**config.mk**
```make
export PLATFORM = sky130hd
export DESIGN_NAME = cas_recorder
export DESIGN_NICKNAME = d
export VERILOG_FILES = /design/src/rtl/cas_recorder.sv
export SDC_FILE = /design/constraint.sdc
export NUM_CORES = 1
export LEC_CHECK = 0
export CAP_MARGIN = 20
export CORE_MARGIN = 1.5
export CORE_UTILIZATION = 45
export CTS_CLUSTER_SIZE = 14
export DETAILED_ROUTE_END_ITERATION = 8
export GPL_TIMING_DRIVEN = 0
export PLACE_DENSITY = 0.68
export REMOVE_ABC_BUFFERS = 1
export SETUP_SLACK_MARGIN = 0.3
export SLEW_MARGIN = 20
export SYNTH_ARGS = -nofsm -noshare
export SYNTH_HDL_FRONTEND = slang
export SYNTH_SLANG_ARGS = --single-unit
```
**constraint.sdc**
```tcl
create_clock -name clk -period 2.95 [get_ports clk]
set_input_delay 0.4425 -clock clk [delete_from_list [all_inputs] [get_ports clk]]
set_output_delay 0.4425 -clock clk [all_outputs]
set_load 0.02 [all_outputs]
```
**src/rtl/cas_recorder.sv**
```systemverilog
// cas_recorder: decodes the CoCo cassette DAC FSK stream into leader-aligned bytes written to tape SRAM.
// Optional `define CAS_REC_TIMEOUT_EN drops lock as soon as an inter-block gap exceeds MAX_PER ticks.
module cas_recorder #(
  parameter int TICK_DIV = 57,
  parameter int HI_TH    = 36,
  parameter int LO_TH    = 28,
  parameter int BIT_TH   = 625,
  parameter int MIN_PER  = 200,
  parameter int MAX_PER  = 1500
) (
  input  logic        clk,
  input  logic        COCO_RESET_N,
  input  logic        en,
  input  logic        clear,
  input  logic [5:0]  cas_in,
  output logic [15:0] ram_addr,
  output logic [7:0]  ram_data,
  output logic        ram_wr,
  output logic [15:0] rec_len,
  output logic        locked,
  output logic        overflow
);
  localparam int DW = $clog2(TICK_DIV + 1);
  localparam int PW = $clog2(MAX_PER + 2);
  localparam logic [PW-1:0] PER_SAT = PW'(MAX_PER + 1);
  typedef enum logic [1:0] {IDLE, HUNT, LOCKED} state_t;
  state_t state, state_nx;
  logic [DW-1:0] div;
  logic [PW-1:0] per;
  logic [7:0] shift, shift_nx;
  logic [2:0] bits;
  logic cmp, cmp_q, armed, done, tick, rise, idle, ev, valid, bit_v, to;
  always_comb begin
    tick = div == DW'(TICK_DIV - 1);
    rise = cmp & ~cmp_q;
    idle = !en || state == IDLE;
    ev = rise && armed && !idle;
    valid = per >= PW'(MIN_PER) && per <= PW'(MAX_PER);
    bit_v = per < PW'(BIT_TH);
    shift_nx = {bit_v, shift[7:1]};
`ifdef CAS_REC_TIMEOUT_EN
    to = state == LOCKED && per == PER_SAT;
`else
    to = 1'b0;
`endif
  end
  always_ff @(posedge clk or negedge COCO_RESET_N)
    if (!COCO_RESET_N) state <= IDLE;
    else state <= state_nx;
  always_comb
    state_nx = !en ? IDLE :
               state == IDLE ? HUNT :
               (ev && !valid) || to ? HUNT :
               state == HUNT && ev && shift_nx == 8'h55 ? LOCKED : state;
  always_comb locked = state == LOCKED;
  always_ff @(posedge clk or negedge COCO_RESET_N) begin
    if (!COCO_RESET_N) begin
      div <= '0;
      cmp <= 1'b0;
      cmp_q <= 1'b0;
      per <= '0;
      armed <= 1'b0;
      shift <= '0;
      bits <= '0;
      done <= 1'b0;
      ram_addr <= '0;
      ram_data <= '0;
      ram_wr <= 1'b0;
      rec_len <= '0;
      overflow <= 1'b0;
    end else begin
      div <= tick ? '0 : div + 1'b1;
      cmp <= cas_in >= 6'(HI_TH) ? 1'b1 : cas_in <= 6'(LO_TH) ? 1'b0 : cmp;
      cmp_q <= cmp;
      done <= 1'b0;
      if (idle) begin
        per <= '0;
        armed <= 1'b0;
        shift <= '0;
        bits <= '0;
      end else begin
        per <= rise ? '0 : tick && per != PER_SAT ? per + 1'b1 : per;
        if (rise) armed <= 1'b1;
        if (to || (ev && !valid)) begin
          shift <= '0;
          bits <= '0;
        end else if (ev) begin
          shift <= shift_nx;
          if (state == LOCKED) begin
            bits <= bits + 3'd1;
            done <= bits == 3'd7;
          end else if (shift_nx == 8'h55) begin
            bits <= '0;
            done <= 1'b1;
          end
        end
      end
      // the strobe is one cycle wide; clear overrides a coincident write
      ram_wr <= 1'b0;
      if (clear) begin
        rec_len <= '0;
        ram_addr <= '0;
        overflow <= 1'b0;
      end else if (done) begin
        if (rec_len == 16'hFFFF) overflow <= 1'b1;
        else begin
          ram_wr <= 1'b1;
          ram_addr <= rec_len;
          ram_data <= shift;
          rec_len <= rec_len + 16'd1;
        end
      end
    end
  end
endmodule

```
==> metrics <==
post-route setup slack=610.7 ps; CTS tree=built; # H-tree levels=3; Max Cap Viol=0; 1st-pass router iterations=4; Worst Hold Class=input port to async pin; top cells by area, synth=dfrtp_1 53%, nor2_1 5.7%, xnor2_1 4.9%, mux2i_1 4.8%, ha_1 2.8%; pre-CTS WS=592.8 ps; Via density=5.389; critical path fanouts, max=9; clock share of power=46.6%; mux share of post-synthesis cell area=7.585%; pin count of the biggest net entering global routing=50; Initial Util=46.32%; post-route antenna net violation count=0; clk root buf=clkbuf_8; gr usage total=17.81%; crit path launch type=register; CP required=3190 ps; Net Sw Frac=21.20%; DR vias=2662; I/O Buffers=52; Combinational Power Share=2.8%; post-synthesis compound-gate area fraction=8.563%; DRT Wirelength=6864 um; PwrDens=463.8 mW/mm2; Synth top area share=53.13%; gpl congestion=0.7601; Post-Syn Area per Cell=10.75 um2; Mapped Cells=333; Final TNS setup=0 ps; Peak Freq=427.5 MHz; maximum vdd drop=0.0002049 V; Final min period=2339 ps; Synth async-reset ratio=100.0%; ratio of cells with drive above 1 in the final layout=8.418%; ANT cells=0; Seq/Total Area, Yosys=53.13%; status=finished, final reports clean; I/O Pins=53; sequential share of power=50.6%; initial drt markers=94; skew final=9.142 ps; Max transition margin=53.80%; dpl hpwl=4761 um; crit path buf inv count=1; Power Internal=0.001630 W; final core occ=57.72%; count of state elements after synthesis=76; clock tree buffer depth=2; Crit path max-delay family=compound AO/OA/AOI/OAI gates; Syn-to-layout area delta=24.61%; Worst-Margin Slew=686.7 ps; NetSw=0.0004386 W; Pins Over Slew Limit=0; # hold bufs at CTS=0; num rows=32; Leakage=1.947 nW; Synth Area in Simple Gates=19.75%; Yosys top cell by area=dfrtp_1; NumNets Final=405; ys flop type=dfrtp_1; RSZ-0062 raised after global routing=no; EDFF count, synth=0; routed length per instance=13.89 um; kind of critical path=register to register; Fin. Hold Viols=0; CP max stage delay=690 ps; Die Wd=92.19 um; final setup fails=0; Yosys cell types=43; most frequent cells in the layout=76 x dfrtp_1, 54 x nor2_1, 50 x clkdlybuf4s50_1; CP cell instances=nand4_1, o41ai_4, buf_6, nor2_2, mux2_1; vias in the first global route=2549; die area=0.008499 mm2; crit path DAT=2580 ps; post-CTS setup buffers=0; Post-Syn Area=0.003580 mm2; adder-cell area share of the yosys netlist=2.796%; clk sinks=76; largest family of logic cells by synthesized area=simple AND/OR/NAND/NOR gates; fillcell total=663; antenna violations before repair=0; Reg clk slew, reported paths=80 ps; DRC violations left=0; Post-Synth XOR/XNOR Area=5.872%; crit path capture type=register; post-CTS sizing=0; Die Y=92.19 um; Num CTS Buffers=9; Ys Warns=0; Skew-Pair Late Insertion Delay=350 ps; CP max stage cell=o41ai_4; period utilization=79.30%; first-pass GRT wire length=12050 um; Core Area=0.007727 mm2; most common cell after layout, fill and taps aside=dfrtp_1; total gr overflow=0; Tot Pwr=0.002069 W
## sequential cells by signal (all words and copies together) (netlist names)
register / count
rec_len: 16
ram_addr: 16
div: 6
bits: 3
overflow: 1
per: 11
cmp: 1
ram_wr: 1
done: 1
state: 2
ram_data: 8
armed: 1
cmp_q: 1
shift: 8
## cells in the mapped netlist (3+ instances only)
master    number
nor3b_1        3
nor4_1         5
ha_1           8
nand3_1        7
a22o_1        11
mux2_1         3
nor2b_1        4
and2_1         6
or3_1          4
nand4_1       14
buf_2          3
inv_1          7
mux2i_1       17
clkbuf_1       6
nor3_1        18
nor2_1        54
xor2_1         4
dfrtp_1       76
o21ai_0       12
a21oi_1        8
xnor2_1       20
mux2_2         6
nand2_1       12
## worst register-to-register path: cells and delay by family (launching register included)
family,cells,cell delay (ps)
AO/OA/AOI/OAI,1,690
flip-flops,1,460
AND/OR/NAND/NOR,2,460
multiplexers,1,360
buffers and inverters,1,250
## layout make-up
| type | instances | area [um2] | area share, % |
|---|---|---|---|
| clock inverter | 7 | 122.6 | 2.749 |
| tap | 102 | 127.6 | 2.861 |
| timing repair buffer | 55 | 563.0 | 12.62 |
| inverter | 7 | 26.28 | 0.5891 |
| sequential | 76 | 1902 | 42.64 |
| multi-input combinational | 238 | 1595 | 35.76 |
| clock buffer | 9 | 123.9 | 2.777 |
## metrics by stage
stage	cell area [um2]	std cells	hold WS, ps
finish	4461	494	7.326
CTS	4461	494	10.24
global placement	4172	475	380.8
floorplan	3523	321	146.9
global route	4461	494	35.19
detailed placement	4214	478	385.1
## power groups by stage
stage	Combinational (W)	Sequential [W]	Clock [W]
final	0.0000579	0.00105	0.000964
after floorplan	0.0000121	0.00107	0
after global placement	0.0000554	0.00107	0
after detailed placement	0.0000604	0.00107	0
after global routing	0.0000662	0.00105	0.00103
after CTS	0.0000605	0.00105	0.000990
## metal layers
metal,track usage (%),part of all wire [%],vias up
met5,0,0,-
met4,7.308,1.6,0
met3,3.151,2.9,10
met2,29.20,49,43
met1,23.28,47,1314
li1,-,-,1295
## path summary, 6_finish.rpt
| kind | start | depth (start not counted) | slack (ps) | end |
|---|---|---|---|---|
| setup / recovery | rec_len[11]$_DFFE_PN0P_ | 5 | 610 | ram_data[4]$_DFFE_PN0P_ |
| hold / removal | COCO_RESET_N | 1 | 7 | rec_len[9]$_DFFE_PN0P_ |
| setup reg to reg | rec_len[11]$_DFFE_PN0P_ | 5 | 610 | ram_data[4]$_DFFE_PN0P_ |
| hold reg to reg | cmp$_DFFE_PN0P_ | 0 | 410 | cmp_q$_DFF_PN0_ |
| max in group asynchronous | COCO_RESET_N | 2 | 2390 | per[7]$_DFFE_PN0P_ |
| min in group clk | cmp$_DFFE_PN0P_ | 0 | 410 | cmp_q$_DFF_PN0_ |
## cells by family (layout without fill, tap and decap cells)
kind of cell               after synthesis  after routing
xor gates and xnor gates                24             24
and+or+nand+nor                        138            138
muxes                                   26             26
adders and majority gates                8              8
DFF                                     76             76
AOI/OAI and AO/OA                       42             42
buffers and inverters                   19             78
Note: power is estimated with default switching activity, not from simulation.
